### src/rtl/ipu_pkg.sv
// Shared definitions for the IPU interrupt requester and the fetch stage.
// Holds the requester state encoding plus constants both sides agree on.
package ipu_pkg;

  typedef enum logic [1:0] {
    IPU_IDLE,
    IPU_REQ,
    IPU_WAIT_ACK,
    IPU_SERVICE
  } ipu_state_e;

  localparam logic [3:0]  RTI_OPCODE = 4'b0011;
  localparam logic [15:0] INT_VEC    = 16'h0005;

  // Lets fetch decode the handler's return instruction the same way everywhere.
  function automatic logic is_rti_opcode(input logic [3:0] opcode);
    return opcode == RTI_OPCODE;
  endfunction

endpackage

### src/rtl/evt_fifo.sv
// Synchronous circular-buffer FIFO for IPU event codes.
// A push that finds the buffer full (with no simultaneous pop) is reported on drop.
module evt_fifo
  import ipu_pkg::*;
#(
  parameter int DEPTH = 4,
  parameter int WIDTH = 4
) (
  input  logic                     clk,
  input  logic                     rst,
  input  logic                     push,
  input  logic                     pop,
  input  logic [WIDTH-1:0]         din,
  output logic [WIDTH-1:0]         dout,
  output logic                     empty,
  output logic [$clog2(DEPTH):0]   count,
  output logic                     drop
);

  localparam int AW      = $clog2(DEPTH);
  localparam int COUNT_W = AW + 1;

  logic [WIDTH-1:0] mem [DEPTH];
  logic [AW-1:0]    wr_ptr;
  logic [AW-1:0]    rd_ptr;
  logic             full;
  logic             do_push;
  logic             do_pop;

  assign full  = (count == COUNT_W'(DEPTH));
  assign empty = (count == '0);
  assign dout  = mem[rd_ptr];

  // A pop frees the head slot in the same cycle, so a full FIFO can still accept.
  assign do_pop  = pop & ~empty;
  assign do_push = push & (~full | do_pop);
  assign drop    = push & full & ~do_pop;

  always_ff @(posedge clk) begin
    if (do_push) begin
      mem[wr_ptr] <= din;
    end
  end

  always_ff @(posedge clk) begin
    if (rst) begin
      wr_ptr <= '0;
      rd_ptr <= '0;
      count  <= '0;
    end else begin
      if (do_push) begin
        wr_ptr <= wr_ptr + 1'b1;
      end
      if (do_pop) begin
        rd_ptr <= rd_ptr + 1'b1;
      end
      case ({do_push, do_pop})
        2'b10:   count <= count + 1'b1;
        2'b01:   count <= count - 1'b1;
        default: count <= count;
      endcase
    end
  end

endmodule

### src/rtl/ipu_intc.sv
// IPU interrupt requester: queues IPU events, pulses ipu_int toward fetch,
// waits for the acknowledge and holds further requests until the handler returns.
module ipu_intc
  import ipu_pkg::*;
#(
  parameter int DEPTH  = 4,
  parameter int CODE_W = 4,
  parameter int ACK_TO = 4
) (
  input  logic                    clk,
  input  logic                    rst,
  input  logic                    evt_valid,
  input  logic [CODE_W-1:0]       evt_code,
  input  logic                    int_block,
  input  logic                    int_ack,
  input  logic                    rti,
  input  logic                    ovf_clr,
  output logic                    ipu_int,
  output logic [15:0]             cur_code,
  output logic                    in_service,
  output logic [$clog2(DEPTH):0]  pending,
  output logic                    ovf
);

  localparam int TMR_W = $clog2(ACK_TO + 1);

  ipu_state_e        state;
  ipu_state_e        next_state;
  logic [TMR_W-1:0]  tmr;
  logic              fifo_pop;
  logic              fifo_empty;
  logic              fifo_drop;
  logic [CODE_W-1:0] head;

  evt_fifo #(
    .DEPTH (DEPTH),
    .WIDTH (CODE_W)
  ) u_fifo (
    .clk   (clk),
    .rst   (rst),
    .push  (evt_valid),
    .pop   (fifo_pop),
    .din   (evt_code),
    .dout  (head),
    .empty (fifo_empty),
    .count (pending),
    .drop  (fifo_drop)
  );

  assign in_service = (state == IPU_SERVICE);

  // The request leaves REQ the same cycle it is presented, so ipu_int cannot repeat back to back.
  always_comb begin
    next_state = state;
    ipu_int    = 1'b0;
    fifo_pop   = 1'b0;
    case (state)
      IPU_IDLE: begin
        if (!fifo_empty) begin
          next_state = IPU_REQ;
        end
      end
      IPU_REQ: begin
        ipu_int = ~int_block;
        if (!int_block) begin
          next_state = IPU_WAIT_ACK;
        end
      end
      IPU_WAIT_ACK: begin
        if (int_ack) begin
          fifo_pop   = 1'b1;
          next_state = IPU_SERVICE;
        end else if (tmr == TMR_W'(ACK_TO - 1)) begin
          next_state = IPU_REQ;
        end
      end
      IPU_SERVICE: begin
        if (rti) begin
          next_state = IPU_IDLE;
        end
      end
      default: next_state = IPU_IDLE;
    endcase
  end

  always_ff @(posedge clk) begin
    if (rst) begin
      state    <= IPU_IDLE;
      tmr      <= '0;
      cur_code <= 16'h0000;
      ovf      <= 1'b0;
    end else begin
      state <= next_state;
      if ((state == IPU_WAIT_ACK) && (next_state == IPU_WAIT_ACK)) begin
        tmr <= tmr + 1'b1;
      end else begin
        tmr <= '0;
      end
      if (fifo_pop) begin
        cur_code <= 16'(head);
      end
      // A drop in the same cycle as a clear must leave the flag set.
      if (fifo_drop) begin
        ovf <= 1'b1;
      end else if (ovf_clr) begin
        ovf <= 1'b0;
      end
    end
  end

endmodule

### config.mk
export PLATFORM = sky130hd
export DESIGN_NAME = ipu_intc
export DESIGN_NICKNAME = d
export VERILOG_FILES = /design/src/rtl/ipu_pkg.sv /design/src/rtl/evt_fifo.sv /design/src/rtl/ipu_intc.sv
export SDC_FILE = /design/constraint.sdc
export NUM_CORES = 1
export LEC_CHECK = 0
export ABC_AREA = 1
export CAP_MARGIN = 20
export CORE_AREA = 2 2 60 62
export DETAILED_ROUTE_END_ITERATION = 16
export DIE_AREA = 0 0 62 64
export GPL_TIMING_DRIVEN = 0
export PLACE_DENSITY = 0.77
export SETUP_SLACK_MARGIN = 0.3
export SYNTH_ARGS = -nofsm -noshare
export SYNTH_HDL_FRONTEND = slang
export SYNTH_SLANG_ARGS = --single-unit
### constraint.sdc
create_clock -name clk -period 5.6 [get_ports clk]
set_clock_uncertainty 0.05 [all_clocks]
set_input_delay 0.84 -clock clk [delete_from_list [all_inputs] [get_ports clk]]
set_output_delay 0.84 -clock clk [all_outputs]
set_load 0.02 [all_outputs]
# ---- Word-level counts from Yosys, hierarchy flattened
# Memory sizes are Yosys's and may differ from the RTL's. A register that Yosys moved wholly into a read port is not among the register bits.
# Cells that the tools add are included.
dict set report totals {
  regBits 13
  ramBits 16
  inputBits 11
  output_inout_bits 22
  wordCells 50
  n_memories 1
}
# name depth word_bits read_ports rd_clocked_by_memory_dff wr line_no
set mem_list {}
lappend mem_list {u_fifo.mem 4 4 1 1 1 evt_fifo.sv:23} ;# logic [WIDTH-1:0] mem [DEPTH];
dict set report classes {
  add_sub_neg 5
  n_eq_ne 8
  n_mux 14
  bitwise_logic 10
  reduce_logical 6
}
# cell n
set ops {}
lappend ops {{2-bit two-way mux} 5}
lappend ops {{2-bit equality test, second input constant} 4}
lappend ops {{2-bit case mux with 4 select lines} 1}
lappend ops {{1-bit two-way mux} 7}
lappend ops {{3-bit by 1-bit adder with 3-bit output, second input constant} 2}
lappend ops {{3-bit case mux with 2 select lines} 1}
lappend ops {{1-bit inverter} 5}
lappend ops {{2-bit by 1-bit adder with 2-bit output, second input constant} 2}
lappend ops {{1-bit AND} 4}
lappend ops {{2-bit by 1-bit equality test with 1-bit output, second input constant} 2}
lappend ops {{2-bit nonzero test} 2}
lappend ops {{3-bit by 2-bit equality test with 1-bit output, second input constant} 1}
lappend ops {{3-bit equality test, second input constant} 1}
lappend ops {{3-bit zero test} 1}
lappend ops {{3-bit by 1-bit subtractor with 3-bit output, second input constant} 1}
lappend ops {{2-bit zero test} 1}
lappend ops {{2-bit OR reduction} 1}
lappend ops {{1-bit logical AND} 1}
lappend ops {{1-bit OR} 1}

# ---- Longest topological paths before layout
dict set report logic_depth {
  depth_word 8
  mapped_depth 13
}

# ---- Cells and area by module
# From an unflattened synthesis, not the netlist that was laid out.
dict set report hier_totals {
  cells_unflattened 177
  hier_area_um2 1622.8
}
# mod n_inst cells_each area_per_inst_um2 seq_area_each_um2
set by_module_without_submodules {}
lappend by_module_without_submodules {evt_fifo 1 107 1096.1 660.6}
lappend by_module_without_submodules {ipu_intc 1 70 526.8 200.2}

# ---- Worst setup path before layout
# OpenSTA, ideal clock, no wires.
dict set report synth_timing {
  path_type {input-to-reg}
  startpoint {input port int_ack}
  endpoint {register u_fifo.count[2]}
  setup_ps 113
  arrival_ps 2244
  required_time_ps 5437
  path_slack_ps 3193
  cell_stages 11
  path_cell_list {nand3_2 -> nand3_2 -> nand2_1 -> ha_1 -> inv_1 -> fa_1 -> or2_2 -> nand2_1 -> nand2_1 -> nand2_1 -> nor2_1}
}
dict set report synth_via {
  elab_chain_len 7
}
# item line_no
set synth_lines {}
lappend synth_lines {{from (decl)} ipu_intc.sv:15} ;# input logic int_ack,
lappend synth_lines {{1-bit two-way mux (*)} ipu_intc.sv:70} ;# if (int_ack) begin
lappend synth_lines {{1-bit two-way mux (*)} ipu_intc.sv:57} ;# case (state)
lappend synth_lines {{1-bit AND (*)} evt_fifo.sv:35} ;# assign do_pop = pop & ~empty;
lappend synth_lines {{1-bit OR} evt_fifo.sv:36} ;# assign do_push = push & (~full | do_pop);
lappend synth_lines {{1-bit AND} evt_fifo.sv:36}
lappend synth_lines {{2-bit by 1-bit equality test with 1-bit output or 2-bit equality test (tied branches)} evt_fifo.sv:57} ;# case ({do_push, do_pop})
lappend synth_lines {{3-bit case mux with 2 select lines or 2-bit nonzero test (tied branches)} n/a}
lappend synth_lines {{to (signal assigned)} evt_fifo.sv:58} ;# 2'b10: count <= count + 1'b1;
lappend synth_lines {{to (signal assigned)} evt_fifo.sv:59} ;# 2'b01: count <= count - 1'b1;
lappend synth_lines {{to (signal assigned)} evt_fifo.sv:60} ;# default: count <= count;
lappend synth_lines {{to (decl)} evt_fifo.sv:16} ;# output logic [$clog2(DEPTH):0] count,
# Mark *: on every way between the ends. The rest lies on a longest branch, timed or not.
# A chain may end at the register's enable or synchronous reset.

# ---- Worst setup path after layout
dict set report layout_timing {
  startpoint {input port int_block}
  endpoint {output port ipu_int}
}
dict set report layout_via {
  elab_chain_len 2
}
# item line_no
set layout_lines {}
lappend layout_lines {{from (decl)} ipu_intc.sv:14} ;# input logic int_block,
lappend layout_lines {{1-bit inverter} ipu_intc.sv:64} ;# ipu_int = ~int_block;
lappend layout_lines {{1-bit two-way mux} ipu_intc.sv:57}
lappend layout_lines {{to (decl)} ipu_intc.sv:18} ;# output logic ipu_int,
# Every way passes these cells.

==> flow_summary.yaml <==
setup_path:
  cp_slowest_cell: "clkdlybuf4s50_1"
  critPathMostFrequentCell: "clkdlybuf4s50_1"
  r2r_end: "u_fifo.count[2]$_SDFFE_PP0P_"
  cp-end-kind: "output pin"
  criticalPathCategory: "input port to output pin"
  crit_chain: "clkdlybuf4s50_1 -> nand2_1 -> nand3_1 -> inv_1 -> clkdlybuf4s50_1"
  cp_num_buf_inv: 3
  regToRegSetupSlack_ns: 3.43
  critPathLaunch: "int_block"
  required_ns: 4.71
  crit_cells: 5
  cp-endpoint: "ipu_int"
  reg2reg_depth: 12
  startpoint_type: "input port"
  cp_slowest_stage_delay_ns: 0.59
  crit_family: "buffers and inverters"
  crit_fanout: 2
  rr_startpoint: "state[0]$_SDFF_PP0_"
  arrival_ns: 2.09
global_routing:
  top_usage_layer: "met2"
  antenna_found_initial: 0
  use_met2_pct: 22.79
  grtUsageMet3_pct: 4.858
  overflow: 0
  grt_first_pass_wirelength_mm: 4.284
  grt_pass1_vias: 1054
  globalRouteMet1Util_pct: 18.02
  grt_max_degree: 13
  grt_util_all_layers_pct: 14.51
clock_tree:
  cts_max_level: 2
  post-cts-setup-buffers: 0
  clockRootBuffer: "clkbuf_4"
  cts_tree: "done"
  path_clk_slew_ns: 0.10
  holdBufCountCts: 0
  numCtsBuffers: 5
  clock_sinks: 33
  cts_resized: 0
  clk_latency_ns: 0.33
  cts_buffer_depth: 2
yosys:
  synth_top_area_cell: "edfxtp_1"
  synthesis.area_um2: 1602
  synth_cell_types: 23
  netlist.area_leader.share_pct: 30.00
  synthArstFlopShare_pct: 0
  synth_warnings: 0
  syn_area_per_cell_um2: 8.848
  yosys-top-cells-area: "edfxtp_1, dfxtp_1, nor2_1"
  yosys_register_bits: 33
  synth_edf_count: 16
  yosysSeqAreaShare_pct: 51.25
  synth_ff_type: "dfxtp_1"
  synthCells: 181
flow_run:
  maxCapViolCount: 0
place:
  gp_congestion: 0.7298
  place_hpwl_mm: 2.010
  dp.cells: 258
  port_buffers: 20
  post_dp_cell_area_um2: 1901
drt:
  ant_nets: 0
  routed_via_density: 4.380
  drt_iter0_drc: 14
  vias: 1165
  drc: 0
  first_pass_iters: 4
  routedWlPerCell_um: 9.538
  drt-total-wl_mm: 2.537
floorplanning:
  die_area_um2: 3968
  core_area_um2: 3284
  start_util_pct: 48.76
  io_pins: 33
  rows: 21
  dieWidth_um: 62
  die_y_um: 64
power_and_ir_drop:
  pwr-share-clk_pct: 26.2
  power.switching_mw: 0.1475
  internal_power_mw: 0.3564
  power.total_mw: 0.5039
  p_leak_nw: 0.8629
  p_comb_share_pct: 18.6
  p_per_area_nw_per_um2: 257.0
  ir_worst_vdd_uv: 166.6
  sw_frac_of_total_pct: 29.28
  p_seq_share_pct: 55.1
final_layout:
  design_area_um2: 1961
  fin_util_pct: 59.70
  antenna_cells: 0
  final_nets: 238
  stdcell_count: 266
  area_growth_pct: 22.42
  drive_gt1_share_pct: 13.64
  seq_area_um2: 820.8
  multiInputGateArea_um2: 596.8
  fillers: 296
sta:
  fin_crit_ns: 2.977
  period_share_pct: 53.15
  fmax_mhz: 336.0
  tns_ns: 0
  slew_viol_final: 0
  hold_viol: 0
  rsz0062_at_grt: "no"
  setup_viol: 0
worst_hold_path:
  hold_path_class: "flip-flop to flip-flop"
status:
  status: "complete, no violations"
==> final cells by class <==
| class | count | area share [%] |
|---|---|---|
| plain buffers | 14 | 5.361 |
| clock buffers | 5 | 1.914 |
| clock inverters | 3 | 1.149 |
| inverters | 31 | 6.126 |
| multi-input cells | 114 | 30.44 |
| flip-flops and latches | 33 | 41.86 |
| well taps | 46 | 2.936 |
| repair buffers | 20 | 10.21 |
==> how the worst min path moves through the flow <==
stage	to	slack (ns)	startpoint	cells past startpoint
6_report	tmr[0]$_SDFF_PP0_	0.37	tmr[0]$_SDFF_PP0_	1
5_1_grt	tmr[0]$_SDFF_PP0_	0.40	tmr[0]$_SDFF_PP0_	1
4_1_cts	tmr[0]$_SDFF_PP0_	0.38	tmr[0]$_SDFF_PP0_	1
3_5_place_dp	tmr[0]$_SDFF_PP0_	0.36	tmr[0]$_SDFF_PP0_	1
3_3_place_gp	tmr[0]$_SDFF_PP0_	0.37	tmr[0]$_SDFF_PP0_	1
2_1_floorplan	tmr[0]$_SDFF_PP0_	0.35	tmr[0]$_SDFF_PP0_	1
==> flip-flops by register name (all words and copies together), names as in the netlist <==
| register | flops |
|---|---|
| u_fifo.count | 3 |
| u_fifo.rd_ptr | 2 |
| u_fifo.wr_ptr | 2 |
| state | 2 |
| u_fifo.mem | 16 |
| ovf | 1 |
| cur_code | 4 |
| tmr | 3 |
==> Yosys cell counts (2+ instances only) <==
cell type	instances
nor2_1	30
nand2_1	21
nand3_2	2
buf_4	14
o21ai_0	12
inv_1	28
nand3_1	9
nand4_1	4
o21a_1	4
a21oi_1	7
dfxtp_1	17
ha_1	7
edfxtp_1	16
==> metrics by stage <==
| stage | hold WS (ns) | worst slack [ns] |
|---|---|---|
| 2_1_floorplan | 0.3492 | 3.193 |
| 3_5_place_dp | 0.3642 | 2.553 |
| 3_3_place_gp | 0.3668 | 2.591 |
| 5_1_grt | 0.4023 | 2.570 |
| 6_report | 0.3750 | 2.623 |
| 4_1_cts | 0.3789 | 2.609 |
==> power groups by stage <==
stage	sequential, mW	combinational, mW	clock (mW)
global placement	0.283	0.0924	0
detailed placement	0.283	0.0942	0
finish	0.278	0.0939	0.132
CTS	0.278	0.0945	0.137
global route	0.279	0.106	0.147
floorplan	0.287	0.0600	0
==> kinds of logic (layout without fill, tap and decap cells) <==
logic type | after synthesis | in the layout | synth area share, %
fa+ha+maj | 8 | 8 | 6.719
simple gates | 70 | 70 | 19.53
other cells | 1 | 12 | 0.2342
compound gates | 24 | 24 | 8.203
flops | 33 | 33 | 51.25
buf+inv | 45 | 73 | 14.06
==> metal layers <==
layer | wire (um) | share of wire [%]
met5 | 0 | 0
met4 | 22 | 0.87
met3 | 149 | 5.9
met2 | 1240 | 49
met1 | 1125 | 44
==> cell usage in the layout, fill, tap and decap left out <==
cell and n:
a21oi_1 7, a31oi_1 1, buf_4 14, clkbuf_4 5, clkdlybuf4s50_1 20, clkinv_2 1
clkinvlp_4 3, conb_1 12, dfxtp_1 17, edfxtp_1 16, fa_1 1, ha_1 7
inv_1 28, inv_2 1, inv_4 1, nand2_1 21, nand2_4 1, nand3_1 9
nand3_2 2, nand3b_1 1, nand4_1 4, nor2_1 30, nor2_2 1, o21a_1 4
o21ai_0 12, or2_2 1
(Power assumes the default switching activity.)
